**config.mk**
```make
export PLATFORM = sky130hd
export DESIGN_NAME = execute_mdu
export DESIGN_NICKNAME = d
export VERILOG_FILES = /design/src/rtl/execute_mdu.sv
export SDC_FILE = /design/constraint.sdc
export NUM_CORES = 2
export LEC_CHECK = 0
export ABC_AREA = 1
export CAP_MARGIN = 20
export CORE_ASPECT_RATIO = 1.25
export CORE_MARGIN = 3
export CORE_UTILIZATION = 65
export CTS_CLUSTER_SIZE = 28
export DETAILED_ROUTE_END_ITERATION = 12
export PLACE_DENSITY_LB_ADDON = 0.05
export SYNTH_ARGS = -nofsm -noshare
export SYNTH_HDL_FRONTEND = slang
export SYNTH_SLANG_ARGS = --single-unit
```
**constraint.sdc**
```tcl
create_clock -name clk -period 6.9 [get_ports clk]
set_input_delay 1.38 -clock clk [delete_from_list [all_inputs] [get_ports clk]]
set_output_delay 1.38 -clock clk [all_outputs]
set_load 0.02 [all_outputs]
```
**src/rtl/execute_mdu.sv**
```systemverilog
// Execute stage: single-cycle ALU, branch/jump resolution and store formatting, plus an
// optional iterative RV-M unit that stalls the stage through in_ready while it runs.
module execute_mdu #(
  parameter int unsigned     XLEN        = 32,
  parameter logic [XLEN-1:0] RESET       = '0,
  parameter bit              MULDIV_EN   = 1'b1,
  parameter int unsigned     FLUSH_SLOTS = 1
) (
  input  logic              clk,
  input  logic              reset,
  input  logic              in_valid,
  output logic              in_ready,
  input  logic [XLEN-1:0]   pc,
  input  logic [XLEN-1:0]   rs1_data,
  input  logic [XLEN-1:0]   rs2_data,
  input  logic [XLEN-1:0]   immediate,
  input  logic              immediate_sel,
  input  logic              alu,
  input  logic              lui,
  input  logic              jal,
  input  logic              jalr,
  input  logic              branch,
  input  logic              mem_write,
  input  logic              mem_to_reg,
  input  logic              muldiv,
  input  logic [2:0]        alu_operation,
  input  logic              arithsubtype,
  input  logic [4:0]        dest_reg_sel,
  output logic              wb_valid,
  output logic [XLEN-1:0]   wb_result,
  output logic [4:0]        wb_dest_reg_sel,
  output logic              wb_reg_write,
  output logic              wb_mem_to_reg,
  output logic              wb_mem_write,
  output logic [XLEN-1:0]   wb_write_address,
  output logic [XLEN/8-1:0] wb_write_byte,
  output logic [XLEN-1:0]   wb_write_data,
  output logic              redirect,
  output logic [XLEN-1:0]   redirect_pc,
  output logic              illegal_op,
  output logic              busy
);
  localparam int unsigned NB = XLEN / 8;
  localparam int unsigned OW = $clog2(NB);
  localparam int unsigned SW = $clog2(XLEN);

  typedef enum logic [1:0] {StIdle, StBusy, StDone} state_e;

  state_e          state;
  logic [SW-1:0]   count;
  logic [1:0]      squash_cnt;
  logic [XLEN-1:0] md_hi, md_lo, md_b, md_a;
  logic [2:0]      md_op;
  logic [4:0]      md_rd;
  logic            md_a_neg, md_b_neg, md_div0;

  logic accept, go;
  assign in_ready = (state == StIdle);
  assign accept   = in_valid && in_ready;
  assign go       = accept && (squash_cnt == 2'd0);

  logic [XLEN-1:0] op2, alu_res, sra_res, addr, res_c, target_c, st_data;
  logic [XLEN:0]   slt_diff, sltu_diff;
  logic [SW-1:0]   shamt;
  logic [OW-1:0]   off;
  logic [NB-1:0]   st_byte;
  logic            st_ok, br_taken, br_ill, wr_c, m2r_c, mem_wr_c, ill_c, redir_c;

  always_comb begin
    op2       = immediate_sel ? immediate : rs2_data;
    shamt     = op2[SW-1:0];
    slt_diff  = {rs1_data[XLEN-1], rs1_data} - {op2[XLEN-1], op2};
    sltu_diff = {1'b0, rs1_data} - {1'b0, op2};
    sra_res   = $signed(rs1_data) >>> shamt;
    case (alu_operation)
      3'd0:    alu_res = arithsubtype ? rs1_data - op2 : rs1_data + op2;
      3'd1:    alu_res = rs1_data << shamt;
      3'd2:    alu_res = {{(XLEN-1){1'b0}}, slt_diff[XLEN]};
      3'd3:    alu_res = {{(XLEN-1){1'b0}}, sltu_diff[XLEN]};
      3'd4:    alu_res = rs1_data ^ op2;
      3'd5:    alu_res = arithsubtype ? sra_res : rs1_data >> shamt;
      3'd6:    alu_res = rs1_data | op2;
      default: alu_res = rs1_data & op2;
    endcase
  end

  always_comb begin
    br_ill = 1'b0;
    case (alu_operation)
      3'd0:    br_taken = (rs1_data == rs2_data);
      3'd1:    br_taken = (rs1_data != rs2_data);
      3'd4:    br_taken = ($signed(rs1_data) < $signed(rs2_data));
      3'd5:    br_taken = !($signed(rs1_data) < $signed(rs2_data));
      3'd6:    br_taken = (rs1_data < rs2_data);
      3'd7:    br_taken = !(rs1_data < rs2_data);
      default: begin br_taken = 1'b0; br_ill = 1'b1; end
    endcase
  end

  // Store lanes: data replicated across the bus, strobe placed by the low address bits.
  always_comb begin
    addr = rs1_data + immediate;
    off  = addr[OW-1:0];
    case (alu_operation)
      3'd0: begin st_byte = NB'(1) << off;  st_data = {NB{rs2_data[7:0]}};        st_ok = 1'b1; end
      3'd1: begin st_byte = NB'(3) << off;  st_data = {(NB/2){rs2_data[15:0]}};   st_ok = !off[0]; end
      3'd2: begin st_byte = NB'(15) << off; st_data = {(NB/4){rs2_data[31:0]}};
                  st_ok = (off[1:0] == 2'b00); end
      3'd3: begin st_byte = '1; st_data = rs2_data; st_ok = (XLEN == 64) && (off == '0); end
      default: begin st_byte = '0; st_data = rs2_data; st_ok = 1'b0; end
    endcase
  end

  always_comb begin
    res_c    = alu_res;
    wr_c     = (dest_reg_sel != 5'd0);
    m2r_c    = 1'b0;
    mem_wr_c = 1'b0;
    ill_c    = 1'b0;
    redir_c  = 1'b0;
    target_c = pc + immediate;
    if (lui) begin
      res_c = immediate;
    end else if (jal || jalr) begin
      res_c   = pc + XLEN'(4);
      redir_c = 1'b1;
      if (jalr) target_c = {addr[XLEN-1:1], 1'b0};
    end else if (branch) begin
      wr_c    = 1'b0;
      ill_c   = br_ill;
      redir_c = br_taken && !br_ill;
    end else if (mem_write) begin
      wr_c     = 1'b0;
      res_c    = addr;
      mem_wr_c = st_ok;
      ill_c    = !st_ok;
    end else if (mem_to_reg) begin
      res_c = addr;
      m2r_c = 1'b1;
    end else if (muldiv) begin
      // Only reached when the M unit is configured out.
      wr_c  = 1'b0;
      ill_c = 1'b1;
    end else if (!alu) begin
      wr_c = 1'b0;
    end
  end

  logic            a_neg_c, b_neg_c;
  logic [XLEN-1:0] mag_a_c, mag_b_c;
  logic [XLEN:0]   mul_sum, div_trial;
  logic [2*XLEN-1:0] prod, prod_s;
  logic [XLEN-1:0] q_s, r_s, md_res;

  always_comb begin
    a_neg_c   = rs1_data[XLEN-1] && (alu_operation inside {3'd1, 3'd2, 3'd4, 3'd6});
    b_neg_c   = rs2_data[XLEN-1] && (alu_operation inside {3'd1, 3'd4, 3'd6});
    mag_a_c   = a_neg_c ? -rs1_data : rs1_data;
    mag_b_c   = b_neg_c ? -rs2_data : rs2_data;
    mul_sum   = {1'b0, md_hi} + {1'b0, md_b & {XLEN{md_lo[0]}}};
    div_trial = {md_hi, md_lo[XLEN-1]} - {1'b0, md_b};
    prod      = {md_hi, md_lo};
    prod_s    = (md_a_neg ^ md_b_neg) ? -prod : prod;
    q_s       = (md_a_neg ^ md_b_neg) ? -md_lo : md_lo;
    r_s       = md_a_neg ? -md_hi : md_hi;
    case (md_op)
      3'd0:                md_res = prod_s[XLEN-1:0];
      3'd1, 3'd2, 3'd3:    md_res = prod_s[2*XLEN-1:XLEN];
      3'd4, 3'd5:          md_res = md_div0 ? '1 : q_s;
      default:             md_res = md_div0 ? md_a : r_s;
    endcase
  end

  always_ff @(posedge clk or negedge reset) begin
    if (!reset) begin
      state            <= StIdle;
      count            <= '0;
      squash_cnt       <= 2'd0;
      busy             <= 1'b0;
      md_hi            <= '0;
      md_lo            <= '0;
      md_b             <= '0;
      md_a             <= '0;
      md_op            <= 3'd0;
      md_rd            <= 5'd0;
      md_a_neg         <= 1'b0;
      md_b_neg         <= 1'b0;
      md_div0          <= 1'b0;
      wb_valid         <= 1'b0;
      wb_result        <= '0;
      wb_dest_reg_sel  <= 5'd0;
      wb_reg_write     <= 1'b0;
      wb_mem_to_reg    <= 1'b0;
      wb_mem_write     <= 1'b0;
      wb_write_address <= '0;
      wb_write_byte    <= '0;
      wb_write_data    <= '0;
      redirect         <= 1'b0;
      redirect_pc      <= RESET;
      illegal_op       <= 1'b0;
    end else begin
      wb_valid      <= 1'b0;
      wb_reg_write  <= 1'b0;
      wb_mem_to_reg <= 1'b0;
      wb_mem_write  <= 1'b0;
      redirect      <= 1'b0;
      illegal_op    <= 1'b0;
      case (state)
        StIdle: begin
          if (accept && squash_cnt != 2'd0) squash_cnt <= squash_cnt - 2'd1;
          if (go && muldiv && MULDIV_EN) begin
            state    <= StBusy;
            busy     <= 1'b1;
            count    <= '0;
            md_op    <= alu_operation;
            md_rd    <= dest_reg_sel;
            md_a     <= rs1_data;
            md_a_neg <= a_neg_c;
            md_b_neg <= b_neg_c;
            md_div0  <= (rs2_data == '0);
            md_hi    <= '0;
            // Multiply: md_b is the multiplicand; divide: md_b is the divisor.
            md_b     <= alu_operation[2] ? mag_b_c : mag_a_c;
            md_lo    <= alu_operation[2] ? mag_a_c : mag_b_c;
          end else if (go) begin
            wb_valid         <= 1'b1;
            wb_result        <= res_c;
            wb_dest_reg_sel  <= dest_reg_sel;
            wb_reg_write     <= wr_c;
            wb_mem_to_reg    <= m2r_c;
            wb_mem_write     <= mem_wr_c;
            wb_write_address <= addr;
            wb_write_byte    <= st_byte;
            wb_write_data    <= st_data;
            illegal_op       <= ill_c;
            if (redir_c) begin
              redirect    <= 1'b1;
              redirect_pc <= target_c;
              squash_cnt  <= 2'(FLUSH_SLOTS);
            end
          end
        end
        StBusy: begin
          if (md_op[2]) begin
            if (!div_trial[XLEN]) begin
              md_hi <= div_trial[XLEN-1:0];
              md_lo <= {md_lo[XLEN-2:0], 1'b1};
            end else begin
              md_hi <= {md_hi[XLEN-2:0], md_lo[XLEN-1]};
              md_lo <= {md_lo[XLEN-2:0], 1'b0};
            end
          end else begin
            md_hi <= mul_sum[XLEN:1];
            md_lo <= {mul_sum[0], md_lo[XLEN-1:1]};
          end
          count <= count + 1'b1;
          if (count == SW'(XLEN - 1)) state <= StDone;
        end
        StDone: begin
          wb_valid        <= 1'b1;
          wb_result       <= md_res;
          wb_dest_reg_sel <= md_rd;
          wb_reg_write    <= (md_rd != 5'd0);
          busy            <= 1'b0;
          state           <= StIdle;
        end
        default: state <= StIdle;
      endcase
    end
  end

endmodule
```
==> results.toml, run 1 <==
[floorplan]
row_count = 98
start_util = 0.6629
die_h_um = 277.3
io_pins = 294
chipWidth_um = 223.1

[synthesis]
synth-edff-count = 0
async_reset_ff_frac = 1.000
ys.flop_type = "dfrtp_1"
synth_cell_types = 58
syn_nets = 6929
yosysTopAreaCellShare = 0.1909
syn_area_um2 = 38280
synth.avg_cell_area_um2 = 5.907
syn-instance-count = 6481
synth_area_leaders = "dfrtp_1 19%, nand2_1 18%, ha_1 9.6%"
ys_ff_latch = 292
synth_seq_area_share = 0.1909
yosysWarningCount = 0
yosysTopAreaCell = "dfrtp_1"

[outcome]
stop_stage = "5_1_grt"
status = "aborted with a tool error"
firstError = "[ERROR GRT-0116] Global routing finished with congestion. Check the congestion regions in the DRC Viewer."

[global_routing]
grt_start_max_net_pins = 104
grt_overflow = 149
grt_pass1_vias = 49930
grt_pass1_wl_um = 320700
grt.total_usage = 0.6797

[place]
port_buffers = 293
hpwlAfterDp_um = 152500
place_congestion = 1.360

[clocking]
postCtsHoldBufs = 0
cts_resized = 0
cts_sinks = 292
cts_root_buf = "clkbuf_16"
cts_made_buffers = 36
clk_path_buf_depth = 3
cts_setup_buffers = 0
htreeDepth = 2
-- synthesized netlist by cell type (14+ instances only) --
master	count
a21oi_1	433
xnor2_1	31
nand3_1	622
clkbuf_1	173
nor3_1	97
inv_1	669
o21ai_1	52
o21ai_0	527
a31oi_1	47
nand2_1	1877
xor2_1	170
clkinv_1	15
nor4_1	23
buf_2	48
ha_1	294
dfrtp_1	292
o22ai_1	15
a21o_1	22
nor2_1	593
o211ai_1	61
o221ai_1	51
or2_2	47
o21a_1	24
inv_2	14
o21bai_1	20
nand3b_1	22
nand4_1	94
buf_1	29
-- per-layer routing --
metal / overflow / GRT usage
met4: 61 / 0.6699
met5: 0 / 0.1943
met3: 4 / 0.4798
met2: 84 / 0.8757
met1: 0 / 0.6848
-- through the flow --
| stage | worst slack (ns) | instances | util | hold slack, ns | instance area, um2 |
|---|---|---|---|---|---|
| 4_1_cts | 1.483 | 7438 | 0.7468 | 0.4780 | 43130 |
| 3_5_place_dp | 0.8937 | 7373 | 0.7267 | 0.4627 | 41970 |
| 3_3_place_gp | 0.9998 | 7373 | 0.7267 | 0.4541 | 41970 |
| 2_1_floorplan | 1.876 | 6481 | - | 0.4422 | 38280 |
-- cells by family after synthesis --
logic type	Yosys count	synth area share
XOR/XNOR	201	0.04598
adder cells (fa/ha/maj)	299	0.09870
flip-flops	292	0.1909
AND/OR/NAND/NOR	3410	0.3739
multiplexers	1	0.0002615
buffers and inverters	955	0.09599
AO/OA/AOI/OAI	1323	0.1943
==> run 2: changes to the inputs <==
- CORE_ASPECT_RATIO: 1.25 -> unset
- CORE_UTILIZATION: 65 -> 40
- CTS_CLUSTER_SIZE: 28 -> unset
- PLACE_DENSITY_LB_ADDON: 0.05 -> 0.15
==> results.toml, run 2 <==
[clocking]
cts_made_buffers = 40
postCtsHoldBufs = 0
cts_setup_buffers = 0
cts_sinks = 292
path_clk_slew_ns = 0.06
clock_latency_ns = 0.65
cts_root_buf = "clkbuf_16"
cts_tree = "yes"
clk_path_buf_depth = 3
cts_resized = 0
htreeDepth = 2

[synthesis]
synth_seq_area_share = 0.1909
synth_cell_types = 58
yosysWarningCount = 0
yosysTopAreaCellShare = 0.1909
syn_nets = 6929
synth.avg_cell_area_um2 = 5.907
synth-edff-count = 0
ys_ff_latch = 292
syn_area_um2 = 38280
synth_area_leaders = "dfrtp_1 19%, nand2_1 18%, ha_1 9.6%"
syn-instance-count = 6481
yosysTopAreaCell = "dfrtp_1"
synth.top_cells.by_count = "1877 x nand2_1, 669 x inv_1, 622 x nand3_1, 593 x nor2_1, 527 x o21ai_0"
yosysMostFrequentCell = "nand2_1"
async_reset_ff_frac = 1.000
ys.flop_type = "dfrtp_1"

[final_layout]
num-fill-cells = 10320
area_growth_syn_to_layout_pct = 16.41
layout_commonest_cell = "nand2_1"
drive_gt1_frac = 0.05163
layout.nets = 7177
fin_area_um2 = 44570
mostFrequentLayoutCells = "1874 x nand2_1, 668 x inv_1, 622 x nand3_1, 587 x nor2_1, 527 x o21ai_0"
final_util = 0.4732

[sta]
fin_crit_ns = 6.125
hold_viol_final = 0
max_freq_ghz = 0.1633
whs_ns = 0.4726
rsz0062_at_grt = "false"
setup_violations = 0
final.setup.tns_ns = 0
slew_violations = 0
timing.final.crit_share = 0.8877
skew_ns = 0.05949
slew_headroom = 0.2184
worstMarginPinSlew_ns = 1.169

[job]
max-cap-violations = 0

[worst_setup_path]
timing.critical_path.buf_inv = 4
max_stage_delay_ns = 0.68
cpMaxStageDelayCell = "clkdlybuf4s50_1"
r2r_end = "md_hi[28]$_DFFE_PN0P_"
cp_max_fo = 21
reg2reg_slack_ns = 2.45
cp_top_family = "simple AND/OR/NAND/NOR gates"
worstSetupPathType = "in2reg"
endpoint_kind = "flip-flop"
crit_required_ns = 7.41
r2r-start = "md_lo[31]$_DFFE_PN0P_"
reg2regPathDepth = 19
crit_arrival_ns = 6.64
crit_path_start_kind = "input pin"
crit_path_frequent_cell = "nand2_1"

[floorplan]
start_util = 0.4065
core_area_um2 = 94170
row_count = 112
design.die.area_um2 = 99460
die_h_um = 315.4
chipWidth_um = 315.4
io_pins = 294

[power]
leakagePower_nw = 21.81
peakVddDrop_v = 0.0002410
finalPower_w = 0.01778
powerDensity_nw_per_um2 = 398.9

[detailed_routing]
via_per_inst = 6.183
drt-wirelength-per-cell_um = 29.54
dr.pass1.iters = 9
vias = 49630
postRouteAntennaNets = 0
drt_iter0_markers = 7499
drcViolationCount = 0
drt-total-wl_um = 237100

[place]
dpl_cell_area_um2 = 43120
hpwlAfterDp_um = 191500
port_buffers = 293
place_congestion = 1.132

[min_path]
worstHoldStart = "wb_write_data[20]$_DFFE_PN0P_"
hold_end = "wb_write_data[20]$_DFFE_PN0P_"
worstHoldPathType = "reg2reg"
whs_path_depth = 2

[outcome]
status = "complete, no violations"

[global_routing]
grt_antenna_before_repair = 21
grt_overflow = 0
grt.total_usage = 0.4586
grt_pass1_vias = 44780
grt_start_max_net_pins = 94
grt_pass1_wl_um = 328700
-- run 2: cell counts after synthesis --
No cell type changed its count.
-- run 2: cell type report --
class | instances | area [um2] | area share
Tap cell | 1254 | 1569 | 0.03521
Sequential cell | 292 | 7308 | 0.1640
Timing Repair Buffer | 463 | 4229 | 0.09490
Antenna cell | 13 | 32.53 | 0.0007300
Inverter | 698 | 2623 | 0.05885
Multi-Input combinational cell | 5234 | 27390 | 0.6147
Clock inverter | 22 | 307.8 | 0.006907
Clock buffer | 51 | 1104 | 0.02476
-- run 2: worst min-delay path: cells and delay by family (launching register included) --
kind	cells	cell delay (ns)
flip-flops	1	0.34
AND/OR/NAND/NOR	2	0.10
-- run 2: layer usage --
layer	vias up	wire (um)	GRT usage
met5	-	155	0
met4	20	21170	0.3258
met3	856	29060	0.1241
met2	3492	96730	0.6652
met1	23180	89970	0.5870
li1	22080	-	-
-- run 2: cell families (layout without fill, tap and decap cells) --
kind of cell               Yosys count  in the layout  synth area share
DFF                                292            292            0.1909
adders and majority gates          299            299           0.09870
AOI/OAI and AO/OA                 1323           1323            0.1943
muxes                                1              1         0.0002615
other                                0             13                 0
xor gates and xnor gates           201            201           0.04598
buffers and inverters              955           1234           0.09599
and+or+nand+nor                   3410           3410            0.3739
-- run 2: power breakdown --
group / leakage, nW / internal [W] / switching, W / total [W]
Sequential: 3.60 / 0.00253 / 0.00110 / 0.00363
Clock: 0.688 / 0.00134 / 0.000960 / 0.00230
Combinational: 17.5 / 0.00379 / 0.00805 / 0.0118
Total: 21.8 / 0.00766 / 0.0101 / 0.0178
-- run 2: through the flow --
step	instances	setup slack, ns
detailed placement	7941	0.3439
CTS	8014	0.9509
global route	8014	0.5999
global placement	7941	0.3812
finish	8027	0.7751
floorplan	6481	1.876
-- run 2: worst max path at each step --
stage / from / to / depth (start not counted)
2_1_floorplan: immediate_sel / wb_result[30]$_DFFE_PN0P_ / 32
3_3_place_gp: immediate[0] / wb_result[18]$_DFFE_PN0P_ / 26
3_5_place_dp: immediate[0] / wb_result[18]$_DFFE_PN0P_ / 26
4_1_cts: immediate[0] / wb_result[18]$_DFFE_PN0P_ / 26
5_1_grt: immediate[0] / wb_result[21]$_DFFE_PN0P_ / 28
6_report: immediate[0] / wb_result[18]$_DFFE_PN0P_ / 26
No activity file was read; power rests on OpenSTA's default activity.
